$ cat src/rtl/dft_pkg.sv
// Shared types for the DFT sample sequencer and the downstream accumulator stage.
package dft_pkg;

  localparam int DFT_N  = 64;
  localparam int DFT_SW = 16;

  typedef logic [$clog2(DFT_N)-1:0] idx_t;
  typedef logic signed [DFT_SW-1:0] sample_t;

  typedef enum logic {
    FILL   = 1'b0,
    REPLAY = 1'b1
  } state_e;

endpackage

$ cat src/rtl/dft_frame_seq_if.sv
// Sample-in / beat-out stream bundle of the DFT frame sequencer.
interface dft_frame_seq_if
  import dft_pkg::*;
#(
  parameter int N  = DFT_N,
  parameter int SW = DFT_SW
);
  localparam int AW = $clog2(N);

  logic signed [SW-1:0] s_data_i;
  logic                 s_valid_i;
  logic                 s_ready_o;
  logic signed [SW-1:0] m_data_o;
  logic [AW-1:0]        m_tw_idx_o;
  logic [AW-1:0]        m_bin_o;
  logic                 m_first_o;
  logic                 m_last_o;
  logic                 m_valid_o;
  logic                 m_ready_i;
  logic                 frame_done_o;

  // slave is the sequencer's view, master the surrounding pipeline's
  modport slave (
    input  s_data_i, s_valid_i, m_ready_i,
    output s_ready_o, m_data_o, m_tw_idx_o, m_bin_o, m_first_o, m_last_o,
           m_valid_o, frame_done_o
  );

  modport master (
    output s_data_i, s_valid_i, m_ready_i,
    input  s_ready_o, m_data_o, m_tw_idx_o, m_bin_o, m_first_o, m_last_o,
           m_valid_o, frame_done_o
  );
endinterface

$ cat src/rtl/dft_sample_ram.sv
// Simple dual-port sample store: one write port, one registered read port with enable.
module dft_sample_ram
  import dft_pkg::*;
#(
  parameter int DEPTH = DFT_N,
  parameter int SW    = DFT_SW,
  localparam int AW   = $clog2(DEPTH)
) (
  input  logic          clk,
  input  logic          rst,
  input  logic          wr_en,
  input  logic [AW-1:0] wr_addr,
  input  logic [SW-1:0] wr_data,
  input  logic          rd_en,
  input  logic [AW-1:0] rd_addr,
  output logic [SW-1:0] rd_data
);
  logic [SW-1:0] mem [DEPTH];

  always_ff @(posedge clk) begin
    if (wr_en) mem[wr_addr] <= wr_data;
  end

  // The read register doubles as the output data register, so it holds under stall.
  always_ff @(posedge clk or posedge rst) begin
    if (rst)        rd_data <= '0;
    else if (rd_en) rd_data <= mem[rd_addr];
  end
endmodule

$ cat src/rtl/dft_frame_seq.sv
// Captures an N-sample frame and replays it once per bin with incremental twiddle index.
// Optional DFT_FRAME_PINGPONG_EN: two banks, fill of the next frame overlaps replay.
module dft_frame_seq
  import dft_pkg::*;
#(
  parameter int N     = DFT_N,
  parameter int NBINS = DFT_N,
  parameter int SW    = DFT_SW
) (
  input  logic           clk,
  input  logic           rst,
  dft_frame_seq_if.slave bus
);
  localparam int AW = $clog2(N);
`ifdef DFT_FRAME_PINGPONG_EN
  localparam bit PP = 1'b1;
`else
  localparam bit PP = 1'b0;
`endif
  localparam int RAW   = AW + int'(PP);
  localparam int DEPTH = N * (PP ? 2 : 1);
  localparam logic [AW-1:0] N_LAST = AW'(N - 1);
  localparam logic [AW-1:0] K_LAST = AW'(NBINS - 1);

  state_e        state_reg;
  logic [AW-1:0] wr_ptr_reg, n_reg, k_reg, tw_reg;
  logic          wr_bank_reg, iss_bank_reg, m_bank_reg;
  logic [1:0]    full_reg, full_next, pend_reg, pend_next;
  logic          m_valid_reg, m_first_reg, m_last_reg, done_reg;
  logic [AW-1:0] m_tw_reg, m_bin_reg;
  logic [RAW-1:0] wr_addr, rd_addr;
  logic          s_fire, m_adv, issue, fill_end, issue_end, frame_end;

  assign bus.s_ready_o = !full_reg[wr_bank_reg];
  assign s_fire        = bus.s_valid_i && bus.s_ready_o;
  assign fill_end      = s_fire && (wr_ptr_reg == N_LAST);
  assign m_adv         = !m_valid_reg || bus.m_ready_i;
  assign issue         = m_adv && (state_reg == REPLAY) && pend_reg[iss_bank_reg];
  assign issue_end     = issue && (n_reg == N_LAST) && (k_reg == K_LAST);
  assign frame_end     = m_valid_reg && bus.m_ready_i && m_last_reg && (m_bin_reg == K_LAST);

`ifdef DFT_FRAME_PINGPONG_EN
  assign wr_addr = {wr_bank_reg, wr_ptr_reg};
  assign rd_addr = {iss_bank_reg, n_reg};
`else
  assign wr_addr = wr_ptr_reg;
  assign rd_addr = n_reg;
`endif

  // full: bank holds a frame not yet fully accepted downstream (gates the writer).
  // pend: bank still has beats left to issue (gates the reader).
  always_comb begin
    full_next = full_reg;
    pend_next = pend_reg;
    if (frame_end) full_next[m_bank_reg]   = 1'b0;
    if (issue_end) pend_next[iss_bank_reg] = 1'b0;
    if (fill_end) begin
      full_next[wr_bank_reg] = 1'b1;
      pend_next[wr_bank_reg] = 1'b1;
    end
  end

  always_ff @(posedge clk or posedge rst) begin
    if (rst) begin
      state_reg    <= FILL;
      wr_ptr_reg   <= '0;
      n_reg        <= '0;
      k_reg        <= '0;
      tw_reg       <= '0;
      wr_bank_reg  <= 1'b0;
      iss_bank_reg <= 1'b0;
      m_bank_reg   <= 1'b0;
      full_reg     <= '0;
      pend_reg     <= '0;
      m_valid_reg  <= 1'b0;
      m_first_reg  <= 1'b0;
      m_last_reg   <= 1'b0;
      m_tw_reg     <= '0;
      m_bin_reg    <= '0;
      done_reg     <= 1'b0;
    end else begin
      full_reg  <= full_next;
      pend_reg  <= pend_next;
      state_reg <= (|full_next) ? REPLAY : FILL;
      done_reg  <= frame_end;
      if (s_fire) begin
        wr_ptr_reg <= wr_ptr_reg + 1'b1;
        if (fill_end) wr_bank_reg <= wr_bank_reg ^ PP;
      end
      if (issue) begin
        m_valid_reg <= 1'b1;
        m_first_reg <= (n_reg == '0);
        m_last_reg  <= (n_reg == N_LAST);
        m_tw_reg    <= tw_reg;
        m_bin_reg   <= k_reg;
        m_bank_reg  <= iss_bank_reg;
        n_reg       <= n_reg + 1'b1;
        // tw tracks k*n mod N by repeated addition; wraps naturally at 2^AW
        if (n_reg == N_LAST) begin
          tw_reg <= '0;
          if (k_reg == K_LAST) begin
            k_reg        <= '0;
            iss_bank_reg <= iss_bank_reg ^ PP;
          end else begin
            k_reg <= k_reg + 1'b1;
          end
        end else begin
          tw_reg <= tw_reg + k_reg;
        end
      end else if (m_adv) begin
        m_valid_reg <= 1'b0;
        m_first_reg <= 1'b0;
        m_last_reg  <= 1'b0;
      end
    end
  end

  dft_sample_ram #(.DEPTH(DEPTH), .SW(SW)) u_ram (
    .clk     (clk),
    .rst     (rst),
    .wr_en   (s_fire),
    .wr_addr (wr_addr),
    .wr_data (bus.s_data_i),
    .rd_en   (issue),
    .rd_addr (rd_addr),
    .rd_data (bus.m_data_o)
  );

  assign bus.m_tw_idx_o   = m_tw_reg;
  assign bus.m_bin_o      = m_bin_reg;
  assign bus.m_first_o    = m_first_reg;
  assign bus.m_last_o     = m_last_reg;
  assign bus.m_valid_o    = m_valid_reg;
  assign bus.frame_done_o = done_reg;
endmodule

$ cat src/flat_wrapper.sv
// flat-port wrapper written by rule: the top's interface ports become plain ports
module dft_frame_seq_flat import dft_pkg::*;
#(
  parameter int N     = DFT_N,
  parameter int NBINS = DFT_N,
  parameter int SW    = DFT_SW
)
  (clk, rst, bus_s_data_i, bus_s_valid_i, bus_m_ready_i, bus_s_ready_o, bus_m_data_o, bus_m_tw_idx_o, bus_m_bin_o, bus_m_first_o, bus_m_last_o, bus_m_valid_o, bus_frame_done_o);
  dft_frame_seq_if #(.N(N), .SW(SW)) bus_i ();
  input  logic clk;
  input  logic rst;
  input wire logic [$bits(bus_i.s_data_i)-1:0] bus_s_data_i;
  input wire logic [$bits(bus_i.s_valid_i)-1:0] bus_s_valid_i;
  input wire logic [$bits(bus_i.m_ready_i)-1:0] bus_m_ready_i;
  output wire logic [$bits(bus_i.s_ready_o)-1:0] bus_s_ready_o;
  output wire logic [$bits(bus_i.m_data_o)-1:0] bus_m_data_o;
  output wire logic [$bits(bus_i.m_tw_idx_o)-1:0] bus_m_tw_idx_o;
  output wire logic [$bits(bus_i.m_bin_o)-1:0] bus_m_bin_o;
  output wire logic [$bits(bus_i.m_first_o)-1:0] bus_m_first_o;
  output wire logic [$bits(bus_i.m_last_o)-1:0] bus_m_last_o;
  output wire logic [$bits(bus_i.m_valid_o)-1:0] bus_m_valid_o;
  output wire logic [$bits(bus_i.frame_done_o)-1:0] bus_frame_done_o;
  assign bus_i.s_data_i = bus_s_data_i;
  assign bus_i.s_valid_i = bus_s_valid_i;
  assign bus_i.m_ready_i = bus_m_ready_i;
  assign bus_s_ready_o = bus_i.s_ready_o;
  assign bus_m_data_o = bus_i.m_data_o;
  assign bus_m_tw_idx_o = bus_i.m_tw_idx_o;
  assign bus_m_bin_o = bus_i.m_bin_o;
  assign bus_m_first_o = bus_i.m_first_o;
  assign bus_m_last_o = bus_i.m_last_o;
  assign bus_m_valid_o = bus_i.m_valid_o;
  assign bus_frame_done_o = bus_i.frame_done_o;
  dft_frame_seq #(.N(N), .NBINS(NBINS), .SW(SW)) u_core (.clk(clk), .rst(rst), .bus(bus_i));
endmodule
$ cat config.mk
export PLATFORM = sky130hd
export DESIGN_NAME = dft_frame_seq_flat
export DESIGN_NICKNAME = d
export VERILOG_FILES = /design/src/rtl/dft_pkg.sv /design/src/rtl/dft_frame_seq_if.sv /design/src/rtl/dft_sample_ram.sv /design/src/rtl/dft_frame_seq.sv /design/src/flat_wrapper.sv
export SDC_FILE = /design/constraint.sdc
export NUM_CORES = 1
export LEC_CHECK = 0
export ABC_AREA = 1
export ABC_CLOCK_PERIOD_IN_PS = 3220
export CORE_MARGIN = 2
export CORE_UTILIZATION = 50
export DETAILED_ROUTE_END_ITERATION = 7
export DONT_BUFFER_PORTS = 1
export SYNTH_ARGS = -nofsm -noshare
export SYNTH_HDL_FRONTEND = slang
export SYNTH_SLANG_ARGS = --single-unit
export TNS_END_PERCENT = 30
$ cat constraint.sdc
create_clock -name clk -period 3.22 [get_ports clk]
set_clock_uncertainty 0.1 [all_clocks]
set_input_delay 0.644 -clock clk [delete_from_list [all_inputs] [get_ports clk]]
set_output_delay 0.644 -clock clk [all_outputs]
set_load 0.1 [all_outputs]
# Yosys cells after proc, flatten, opt, wreduce, memory -nomap -nowiden
# Memory sizes are Yosys's and may differ from the RTL's. A register that Yosys moved wholly into a read port is not among the register bits.
# Index checks and enable logic that the tools add are counted.
word_totals:
  mem_bits_rw: 1024
  romBits: 0
  regBits: 44
  latchBits: 0
  out_inout_bits: 33
  memories: 1
  elab_cells: 52
  in_bits: 20
memory_table:
  columns: ["memory", "depth", "width", "read_ports", "rd_clocked_by_memory_dff", "wr", "line_no", "text"]
  rows:
  - ["u_core.u_ram.mem", 64, 16, 1, 1, 1, "dft_sample_ram.sv:18", "logic [SW-1:0] mem [DEPTH];"]
classes:
  add_sub_neg: 4
  n_mux: 13
  bitwise_logic: 0
  reduce_logical: 17
  n_mul: 0
  div_mod_pow: 0
  n_eq_ne: 4
  shifts: 0
  magnitude_cmp: 0
op_table:
  columns: ["cell", "n"]
  rows:
  - ["$eq A6 B6 Y1 const B", 4]
  - ["$add A6 B1 Y6 const B", 3]
  - ["$mux W6", 2]
  - ["$mux W1", 11]
  - ["$logic_and A1 B1 Y1", 9]
  - ["$add A6 B6 Y6", 1]
  - ["$logic_not A6 Y1", 1]
  - ["$reduce_bool A2 Y1", 2]
  - ["$logic_not A1 Y1", 2]
  - ["$reduce_and A2 Y1", 1]
  - ["$reduce_or A2 Y1", 1]
  - ["$logic_or A1 B1 Y1", 1]

# Logic depth before layout (Yosys ltp)
depth:
  ltp_word: 8
  depth_mapped: 16
  mapped_depth_nobuf: 13

# By module
# A second synthesis with hierarchy kept.
unflattened:
  hier_cells: 3733
  hier_area_um2: 44278.7
modules_own_cells:
  columns: ["mod", "seq_area_each_um2", "instances", "area_each_um2", "cells_per_inst"]
  rows:
  - ["dft_sample_ram", 31149.9, 1, 42218.0, 3506]
  - ["dft_frame_seq", 1051.0, 1, 2060.7, 227]

# Worst setup path after synthesis
# No wires, ideal clock.
synth_timing:
  path_type: "flip-flop to flip-flop"
  startpoint: "register u_core.full_reg[0]"
  endpoint: "memory u_core.u_ram.mem[15][0] in the netlist's numbering (enable)"
  period_less_slack_ns: 3.157
  required_ns: 2.711
  stages_incl_launch_ff: 6
  slack_ns: 0.063
  arrival_time_ns: 2.648
  cell_sequence: "dfrtp_1 -> inv_1 -> nand2_1 -> nor2_1 -> nand2_1 -> nor3_1"
synth_via:
  elab_chain_cells: 4
synth_lines:
  columns: ["item", "line_no", "text"]
  rows:
  - ["start: declaration", "dft_frame_seq.sv:28", "logic [1:0] full_reg, full_next, pend_reg, pend_next;"]
  - ["start signal: assignment", "dft_frame_seq.sv:82", "full_reg <= full_next;"]
  - ["$logic_not A1 Y1", "dft_frame_seq.sv:34", "assign bus.s_ready_o = !full_reg[wr_bank_reg];"]
  - ["via bus_s_ready_o", "flat_wrapper.sv:15", "output wire logic [$bits(bus_i.s_ready_o)-1:0] bus_s_ready_o;"]
  - ["$logic_and A1 B1 Y1", "dft_frame_seq.sv:35", "assign s_fire = bus.s_valid_i && bus.s_ready_o;"]
  - ["$mux W1", "dft_sample_ram.sv:21", "if (wr_en) mem[wr_addr] <= wr_data;"]
  - ["$mux W1 (implied by the code)", "dft_sample_ram.sv:21", null]
  - ["end: declaration", "dft_sample_ram.sv:18", null]
# The timed path passes the listed nets, and every way through them passes these cells.

==> run metrics <==
Slew headroom 19.5%; worst setup margin 297 ps; Detail Route Antenna Nets 0; leading post-synthesis cells by cell area edfxtp_1 (67%), nand2_1 (12%), nand3_1 (3.6%); final instance area 51,500 µm²; syn avg cell area 10.6 µm²; cts hold-fix bufs 19; Vias per Instance 5.31; r2r setup slk 300 ps; Reg-to-Reg Start u_core.n_reg[0]$_DFFE_PP0P_; endpoints failing setup 0; Mapped Nets 4,310; Place WS 416 ps; starting density of the core 50.6%; Fmax 0.342 GHz; post-place instance area 47,600 µm²; TritonCTS buffer count 113; Final period util 90.8%; Netlist cell types 28; asr flop ratio synth 5.36%; crit path kind flip-flop to flip-flop; Leak 20.8 nW; post-route setup TNS 0 ps; non-filler instance count after layout 5,645; biggest regs u_core.u_ram.mem x1024, u_core.u_ram.rd_data x16; Max Slew Vio Count 0; DR iter-0 viols 3,443; data required time of the worst path 3700 ps; post-synth top area cell edfxtp_1; Routed WL per cell 22.0 µm; NetSw 5.63 mW; all-layer global routing usage 26.5%; Root Buffer clkbuf_16; Synth Warn # 0; PortBufs 0; HP Class input pin to flip-flop; number of flip-flops in the largest register 1,024; Worst setup SP type flip-flop; Clock Power Share 44.2%; dpl cells 5,418; peak supply drop 0.420 mV; Crit Path Max Fanout 71; number of H-tree levels 3; sequential area share after synthesis 70.7%; Syn Inst Count 4,280; Placeable Area 90,100 µm²; most numerous cell in the Yosys netlist nand2_1; Switching Fraction 19.9%; EDFF count, synth 1,024; P&R area growth vs syn 13.1%; Remaining DRCs 0; die area 93,600 µm²; Die Wd 306 µm; final core utilization 57.2%; combinational group share of total power 1.2%; row cnt 110; power per cell area 547 nW/µm²; Ports 53; WL final 124,000 µm; antenna violations before repair 3; CTS Buffer Depth 3; Die H 306 µm; status complete, no violations; Post-CTS Setup Bufs 0; R2R cell count 14; hold path start bus_m_ready_i; Critical Path Sink Type flip-flop; dpl hpwl 70,600 µm; hold worst-path end u_core.bus.m_last_o$_DFFE_PP0P_; Clock transition at path regs 60 ps; WP data arrival 3400 ps; DRT Pass-1 Iters 5; clk_lat worst skew 680 ps; DR vias 29,993; sequential share of power 54.5%; vias in the first global route 28,392; max-cap violations 0; CTS-repair resized insts 0; total grt overflow 0; Slew @ Worst Pin 1210 ps; largest net degree at the start of global routing 92; RR Endpoint u_core.u_ram.rd_data[3]$_DFFE_PP0P_; CTS tree yes; share of cells above drive strength 1 8.12%; Reg with most FFs u_core.u_ram.mem; top post-synthesis cells by count nand2_1 (1,488), edfxtp_1 (1,024), nor2_1 (436); Hold Path Depth 3; clk sinks 1,082; unrepaired setup endpoints after global routing false; placer congestion estimate 0.839; Filler Cells Inserted 7,533; flops & latches, synth 1,082; Final min period 2920 ps; first-pass GRT wire length 184,000 µm; n_diodes 0; Nets 4,406; leading register cell type out of synthesis edfxtp_1; Synth top area share 67.5%; mapped cell area 45,600 µm²; Pint 22.6 mW; final hold violation count 0
worst max-delay path by stage:
| stage | startpoint | to | slack (ps) | cells past startpoint |
|---|---|---|---|---|
| after CTS | u_core.n_reg[0]$_DFFE_PP0P_ | u_core.u_ram.rd_data[3]$_DFFE_PP0P_ | 400 | 14 |
| after detailed placement | u_core.n_reg[0]$_DFFE_PP0P_ | u_core.u_ram.rd_data[3]$_DFFE_PP0P_ | 420 | 14 |
| after global routing | u_core.n_reg[0]$_DFFE_PP0P_ | u_core.u_ram.rd_data[3]$_DFFE_PP0P_ | 230 | 14 |
| after floorplan | u_core.full_reg[0]$_DFF_PP0_ | u_core.u_ram.mem[15][0]$_DFFE_PP_ | 60 | 5 |
| final | u_core.n_reg[0]$_DFFE_PP0P_ | u_core.u_ram.rd_data[3]$_DFFE_PP0P_ | 300 | 14 |
| after global placement | u_core.n_reg[0]$_DFFE_PP0P_ | u_core.u_ram.rd_data[3]$_DFFE_PP0P_ | 400 | 14 |
layout by cell type (no fill, tap or decap), types with 2 or more instances in the layout:
master | synthesis | routed
nand2_1 | 1488 | 1488
edfxtp_1 | 1024 | 1024
nor2_1 | 436 | 432
inv_1 | 412 | 411
nand3_1 | 329 | 329
o21ai_0 | 178 | 178
buf_4 | 16 | 147
clkbuf_16 | 0 | 116
dfrtp_1 | 58 | 56
o21ai_1 | 47 | 47
clkbuf_1 | 57 | 31
a21oi_1 | 30 | 30
clkinv_2 | 0 | 26
buf_12 | 0 | 25
clkinv_1 | 3 | 23
o22ai_1 | 17 | 17
buf_16 | 0 | 16
xor2_1 | 13 | 13
nand4_1 | 9 | 9
ha_1 | 9 | 9
bufinv_16 | 0 | 6
inv_2 | 4 | 4
nor2_2 | 3 | 4
clkbuf_8 | 0 | 4
nor2_4 | 0 | 3
nor3_1 | 5 | 3
dlygate4sd3_1 | 0 | 3
nor3_2 | 0 | 2
clkinvlp_4 | 0 | 2
dfrtp_4 | 0 | 2
worst max-delay path: stages, from the launching register on:
cell,delay [ps]
dfrtp_4,620
inv_16,330
buf_4,320
buf_4,210
nand2_1,60
nand3_1,60
nand2_1,50
nand2_1,50
nand2_1,100
nor2_1,170
nor2_1,80
nor2_1,390
nand2_1,90
nand2_1,80
nand2_1,50
power by group through the flow:
stage	sequential, mW	clock (mW)	combinational [mW]
final	15.4	12.5	0.341
after detailed placement	15.7	0	0.0219
after global placement	15.7	0	0.0217
after global routing	15.4	13.2	0.359
after CTS	15.4	12.6	0.345
after floorplan	15.7	0	0.0112
per-stage QoR:
step	hold WS, ps	total power [mW]
floorplan	366	15.7
global placement	323	15.7
detailed placement	325	15.7
CTS	9.21	28.4
global route	39.7	28.9
finish	51.6	28.2
area by class of cell:
type	count	area, µm²	area share, %
multi-input combinational	2568	10700	20.7
sequential	1082	32200	62.5
timing repair buffer	191	2070	4.03
clock inverter	57	434	0.843
inverter	420	1600	3.11
clock buffer	151	3070	5.97
tap	1176	1470	2.86
kinds of logic after synthesis:
family / count (synthesis) / synth area share, %
xor+xnor: 14 / 0.269
buf+inv: 630 / 6.00
compound gates: 273 / 3.05
fa+ha+maj: 10 / 0.291
flops: 1082 / 70.7
simple gates: 2271 / 19.7
metal layers:
metal  GRT usage, %  part of all wire [%]  up-vias
li1               -                     -    14257
met1           38.0                    43    14455
met2           41.9                    46     1113
met3           4.27                   8.2      168
met4           8.27                   2.7        0
met5              0                     0        -
No activity file was read; power rests on OpenSTA's default activity.
